===== src/rtl/w_pattern_serializer_if.sv =====
// Bus between the pattern serializer and whatever drives and consumes it.
// The master loads patterns and controls the run; the slave shifts bits out on w.
interface w_pattern_serializer_if #(
    parameter int WIDTH = 16,
    parameter int LEN_W = $clog2(WIDTH + 1)
);
    logic             start;
    logic [WIDTH-1:0] pattern;
    logic [LEN_W-1:0] len;
    logic             loop;
    logic             stop;
    logic             w;
    logic             bit_stb;
    logic             busy;
    logic             done;

    modport master (
        output start, pattern, len, loop, stop,
        input  w, bit_stb, busy, done
    );

    modport slave (
        input  start, pattern, len, loop, stop,
        output w, bit_stb, busy, done
    );
endinterface


===== src/rtl/w_pattern_serializer.sv =====
// Loads a parallel pattern and shifts it out on w, holding each bit DIV cycles,
// with one-shot, continuous-loop and abort operation. All outputs are registered.
module w_pattern_serializer #(
    parameter int WIDTH     = 16,
    parameter int DIV       = 4,
    parameter int MSB_FIRST = 1,
    parameter int LEN_W     = $clog2(WIDTH + 1)
) (
    input logic                    clk,
    input logic                    rst,
    w_pattern_serializer_if.slave  bus
);
    localparam int              DW       = (DIV > 1) ? $clog2(DIV) : 1;
    localparam logic [DW-1:0]   DIV_LAST = DW'(DIV - 1);

    typedef enum logic [1:0] {
        IDLE,
        SHIFT,
        DONE
    } state_t;

    state_t           state_q, state_d;
    logic [WIDTH-1:0] pat_q, pat_d;
    logic [LEN_W-1:0] len_q, len_d;
    logic [LEN_W-1:0] bit_q, bit_d;
    logic [DW-1:0]    div_q, div_d;
    logic             w_q, w_d;
    logic             stb_q, stb_d;
    logic             busy_q, busy_d;
    logic             done_q, done_d;
    logic [LEN_W-1:0] len_clamp;

    // Returns the k-th bit to transmit out of an n-bit pattern, honouring bit order.
    function automatic logic bit_at(input logic [WIDTH-1:0] p,
                                    input logic [LEN_W-1:0] n,
                                    input logic [LEN_W-1:0] k);
        logic [LEN_W-1:0] idx;
        logic             r;
        if (MSB_FIRST != 0)
            idx = n - LEN_W'(1) - k;
        else
            idx = k;
        r = 1'b0;
        for (int i = 0; i < WIDTH; i++) begin
            if (idx == LEN_W'(i))
                r = p[i];
        end
        return r;
    endfunction

    always_comb begin
        len_clamp = (bus.len > LEN_W'(WIDTH)) ? LEN_W'(WIDTH) : bus.len;
    end

    always_comb begin
        state_d = state_q;
        pat_d   = pat_q;
        len_d   = len_q;
        bit_d   = bit_q;
        div_d   = div_q;
        w_d     = w_q;
        stb_d   = 1'b0;
        busy_d  = busy_q;
        done_d  = 1'b0;

        case (state_q)
            IDLE: begin
                busy_d = 1'b0;
                if (bus.start && (bus.len != '0)) begin
                    pat_d   = bus.pattern;
                    len_d   = len_clamp;
                    bit_d   = '0;
                    div_d   = '0;
                    w_d     = bit_at(bus.pattern, len_clamp, '0);
                    stb_d   = 1'b1;
                    busy_d  = 1'b1;
                    state_d = SHIFT;
                end
            end

            SHIFT: begin
                // Abort wins over everything else, including the end of a pass.
                if (bus.stop) begin
                    state_d = IDLE;
                    busy_d  = 1'b0;
                    w_d     = 1'b0;
                    bit_d   = '0;
                    div_d   = '0;
                end else if (div_q == DIV_LAST) begin
                    div_d = '0;
                    if (bit_q == (len_q - LEN_W'(1))) begin
                        bit_d = '0;
                        if (bus.loop) begin
                            w_d   = bit_at(pat_q, len_q, '0);
                            stb_d = 1'b1;
                        end else begin
                            state_d = DONE;
                            busy_d  = 1'b0;
                            done_d  = 1'b1;
                        end
                    end else begin
                        bit_d = bit_q + LEN_W'(1);
                        w_d   = bit_at(pat_q, len_q, bit_q + LEN_W'(1));
                        stb_d = 1'b1;
                    end
                end else begin
                    div_d = div_q + DW'(1);
                end
            end

            DONE: begin
                busy_d  = 1'b0;
                state_d = IDLE;
            end

            default: begin
                state_d = IDLE;
                busy_d  = 1'b0;
            end
        endcase
    end

    always_ff @(posedge clk or negedge rst) begin
        if (!rst) begin
            state_q <= IDLE;
            pat_q   <= '0;
            len_q   <= '0;
            bit_q   <= '0;
            div_q   <= '0;
            w_q     <= 1'b0;
            stb_q   <= 1'b0;
            busy_q  <= 1'b0;
            done_q  <= 1'b0;
        end else begin
            state_q <= state_d;
            pat_q   <= pat_d;
            len_q   <= len_d;
            bit_q   <= bit_d;
            div_q   <= div_d;
            w_q     <= w_d;
            stb_q   <= stb_d;
            busy_q  <= busy_d;
            done_q  <= done_d;
        end
    end

    assign bus.w       = w_q;
    assign bus.bit_stb = stb_q;
    assign bus.busy    = busy_q;
    assign bus.done    = done_q;
endmodule


===== src/flat_wrapper.sv =====
// flat-port wrapper written by rule: the top's interface ports become plain ports
module w_pattern_serializer_flat 
#(
    parameter int WIDTH     = 16,
    parameter int DIV       = 4,
    parameter int MSB_FIRST = 1,
    parameter int LEN_W     = $clog2(WIDTH + 1)
)
  (clk, rst, bus_start, bus_pattern, bus_len, bus_loop, bus_stop, bus_w, bus_bit_stb, bus_busy, bus_done);
  w_pattern_serializer_if #(.WIDTH(WIDTH), .LEN_W(LEN_W)) bus_i ();
  input logic clk;
  input logic rst;
  input wire logic [$bits(bus_i.start)-1:0] bus_start;
  input wire logic [$bits(bus_i.pattern)-1:0] bus_pattern;
  input wire logic [$bits(bus_i.len)-1:0] bus_len;
  input wire logic [$bits(bus_i.loop)-1:0] bus_loop;
  input wire logic [$bits(bus_i.stop)-1:0] bus_stop;
  output wire logic [$bits(bus_i.w)-1:0] bus_w;
  output wire logic [$bits(bus_i.bit_stb)-1:0] bus_bit_stb;
  output wire logic [$bits(bus_i.busy)-1:0] bus_busy;
  output wire logic [$bits(bus_i.done)-1:0] bus_done;
  assign bus_i.start = bus_start;
  assign bus_i.pattern = bus_pattern;
  assign bus_i.len = bus_len;
  assign bus_i.loop = bus_loop;
  assign bus_i.stop = bus_stop;
  assign bus_w = bus_i.w;
  assign bus_bit_stb = bus_i.bit_stb;
  assign bus_busy = bus_i.busy;
  assign bus_done = bus_i.done;
  w_pattern_serializer #(.WIDTH(WIDTH), .DIV(DIV), .MSB_FIRST(MSB_FIRST), .LEN_W(LEN_W)) u_core (.clk(clk), .rst(rst), .bus(bus_i));
endmodule

===== config.mk =====
export PLATFORM = sky130hd
export DESIGN_NAME = w_pattern_serializer_flat
export DESIGN_NICKNAME = d
export VERILOG_FILES = /design/src/rtl/w_pattern_serializer_if.sv /design/src/rtl/w_pattern_serializer.sv /design/src/flat_wrapper.sv
export SDC_FILE = /design/constraint.sdc
export NUM_CORES = 1
export LEC_CHECK = 0
export CORE_MARGIN = 3
export CORE_UTILIZATION = 59
export CTS_CLUSTER_SIZE = 25
export DETAILED_ROUTE_END_ITERATION = 12
export PLACE_DENSITY = 0.85
export SLEW_MARGIN = 20
export SYNTH_ARGS = -nofsm -noshare
export SYNTH_HDL_FRONTEND = slang
export SYNTH_SLANG_ARGS = --single-unit

===== constraint.sdc =====
create_clock -name clk -period 3.5 [get_ports clk]
set_input_delay 0.35 -clock clk [delete_from_list [all_inputs] [get_ports clk]]
set_output_delay 0.35 -clock clk [all_outputs]
set_load 0.01 [all_outputs]

==> flow_summary.toml <==
[pwr]
pwr-share-seq_pct = 37.7
ir_worst_vdd_v = 0.000336
clkPwrFrac_pct = 21.5
combPwrFrac_pct = 40.8
p_sw_share_pct = 34.3
net-switching-power_uw = 487
power_density_nw_per_um2 = 530
power_uw = 1420
intPower_uw = 932
leakagePower_uw = 0.00114

[placement]
dp_hpwl_um = 3880
portBuffers = 29
dpl-instance-area_um2 = 2580
gp_congestion = 0.923

[clocking]
cts_hold_buf = 0
cts_resized = 0
clock_tree.root_cell = "clkbuf_8"
path_clk_slew_ns = 0.08
numCtsBuffers = 5
cts_tree = "done"
cts_sinks = 34
htree_num_levels = 2
clock_path_buffers = 2
postCtsSetupRepairBufs = 0
clk_latency_ns = 0.29

[floorplanning]
die_w_um = 67.8
ioPinCount = 30
start_util_pct = 64.5
num_rows = 21
core_area_um2 = 3490
die_h_um = 67.8
dieArea_um2 = 4600

[worst_setup_path]
regToRegStartpoint = "u_core.len_q[0]"
worst_path_most_repeated_cell = "ha_1"
path_class = "reg2reg"
critPathLaunchType = "flip-flop"
r2r_slack_ns = 0.78
path_buf_inv = 1
crit_required_ns = 3.72
critPathCaptureType = "flip-flop"
crit_chain = "inv_1, ha_1, xor2_1, ha_1, o21bai_1, xnor2_1, mux2i_1, mux2_4, o21ai_2, o311ai_1, a31oi_1"
crit_path_max_incr_delay_ns = 0.46
r2r_cells = 11
crit_arrival_ns = 2.94
timing.rr.end = "u_core.bus.w"
crit_slowest_cell = "dfrtp_1"
critPathTopFamily = "compound AO/OA/AOI/OAI gates"
crit_fanout = 6

[routing]
viasPerCell = 6.04
drt_pre_antenna_iters = 4
ant_nets = 0
drt_iter0_markers = 193
wl_per_cell_um = 17.5
wl_um = 5170
drc_errors = 0
num_vias = 1788

[sta]
fin_tns_setup_ns = 0
rsz0062_at_grt = "no"
finalSetupViolations = 0
finalCritPeriodShare_pct = 77.7
worst_pin_slew_ns = 0.645
relSlewSlack_pct = 57.0
fmax_mhz = 368
slew_viol_final = 0
final.min_clock_period_ns = 2.72
final.setup_skew_ns = 0.0198
hold_violations = 0

[synth]
synth_cell_type_count = 52
ys_warn_count = 0
syn_area_um2 = 2250
ys_ff_latch = 34
synth_top_area_cell = "dfrtp_1"
synth_top_cell_area_share_pct = 37.7
yosys-top-cells-area = "dfrtp_1, mux2_1, ha_1"
async_flop_share_pct = 100
synth_commonest_cells = "dfrtp_1, mux2_1, nand2_1, nor2_1, o21ai_1"
synth_most_common_cell = "dfrtp_1"
ys_seq_area_share_pct = 37.7
avgSynthCellArea_um2 = 10.3
netlist_instances = 218
syn_nets = 253
ys.flop_type = "dfrtp_1"
synth_edf_count = 0

[finish]
drive_gt1_share_pct = 10.0
finish.utilization_pct = 76.7
area_growth_pct = 18.8
final_area_um2 = 2680
diodes = 0
layout.nets = 284

[grt]
grt_pass1_vias = 1857
grt_max_degree = 35
grt_antenna_before_repair = 0
track_usage_pct = 26.4
overflow = 0
grt_pass1_wl_um = 8950

[flow_run]
drv_cap = 0

[min_path]
min_path_type = "in2async"

[run_status]
status = "completed"
## layout by cell type, fill, tap and decap left out, types with 3 or more instances in the layout
cell | synthesis | final
xnor3_1 | 3 | 3
inv_1 | 10 | 10
o21ai_1 | 12 | 12
a21oi_1 | 10 | 10
a211oi_1 | 3 | 3
o21ai_0 | 6 | 6
ha_1 | 9 | 9
clkdlybuf4s50_1 | 0 | 29
nand3_1 | 3 | 3
mux4_2 | 4 | 4
clkbuf_8 | 0 | 6
xnor2_1 | 6 | 6
a22o_1 | 3 | 3
nor2_1 | 16 | 16
xor2_1 | 3 | 3
nand2b_1 | 7 | 7
buf_4 | 1 | 4
mux2_1 | 20 | 20
dfrtp_1 | 34 | 34
mux2i_1 | 3 | 3
nand2_1 | 16 | 16
## how the worst max path moves through the flow
stage,start,end,slack [ns],cells past startpoint
detailed placement,u_core.len_q[0],u_core.bus.w,0.79,11
floorplan,u_core.len_q[0],u_core.bus.w,1.10,11
global placement,bus_len[4],u_core.pat_q[15],0.97,6
CTS,u_core.len_q[0],u_core.bus.w,0.78,11
finish,u_core.len_q[0],u_core.bus.w,0.78,11
global route,u_core.len_q[0],u_core.bus.w,0.57,11
## logic make-up after synthesis
kind of cell	Yosys count	share of synthesized area, %
xor+xnor	14	7.94
flops	34	37.7
mux	28	16.0
compound gates	53	15.3
buf+inv	20	4.00
fa+ha+maj	11	5.88
simple gates	58	13.2
## per-stage QoR
stage                     instances  setup slack (ns)  hold WS, ns
after CTS                       296             0.783        0.478
after floorplan                 218              1.10       0.0544
final                           296             0.780        0.473
after detailed placement        288             0.791        0.489
after global placement          288             0.967        0.479
after global routing            296             0.572        0.489
## power groups by stage
stage	Clock [uW]	Combinational (uW)	Sequential (uW)
finish	305	579	534
global route	330	639	543
CTS	306	579	531
global placement	0	552	533
detailed placement	0	570	538
floorplan	0	437	511
## area by class of cell
type | instances | area (um2)
Inverter | 11 | 41.3
Tap cell | 46 | 57.6
Fill cell | 226 | 816
Clock buffer | 6 | 82.6
Timing Repair Buffer | 33 | 320
Sequential cell | 34 | 851
Clock inverter | 2 | 12.5
Multi-Input combinational cell | 164 | 1310
## flip-flops by register name (all words and copies together), names as in the netlist
register,cells
u_core.div_q,2
u_core.bit_q,5
u_core.bus.done,1
u_core.len_q,5
u_core.pat_q,16
u_core.bus.bit_stb,1
u_core.bus.w,1
u_core.state_q,2
u_core.bus.busy,1
## per-layer routing
metal	vias up	routed length, um	GRT usage [%]
li1	863	-	-
met1	867	2440	37.2
met2	45	2470	41.7
met3	13	185	6.24
met4	0	79	6.20
met5	-	0	0
No activity file was read; power rests on OpenSTA's default activity.
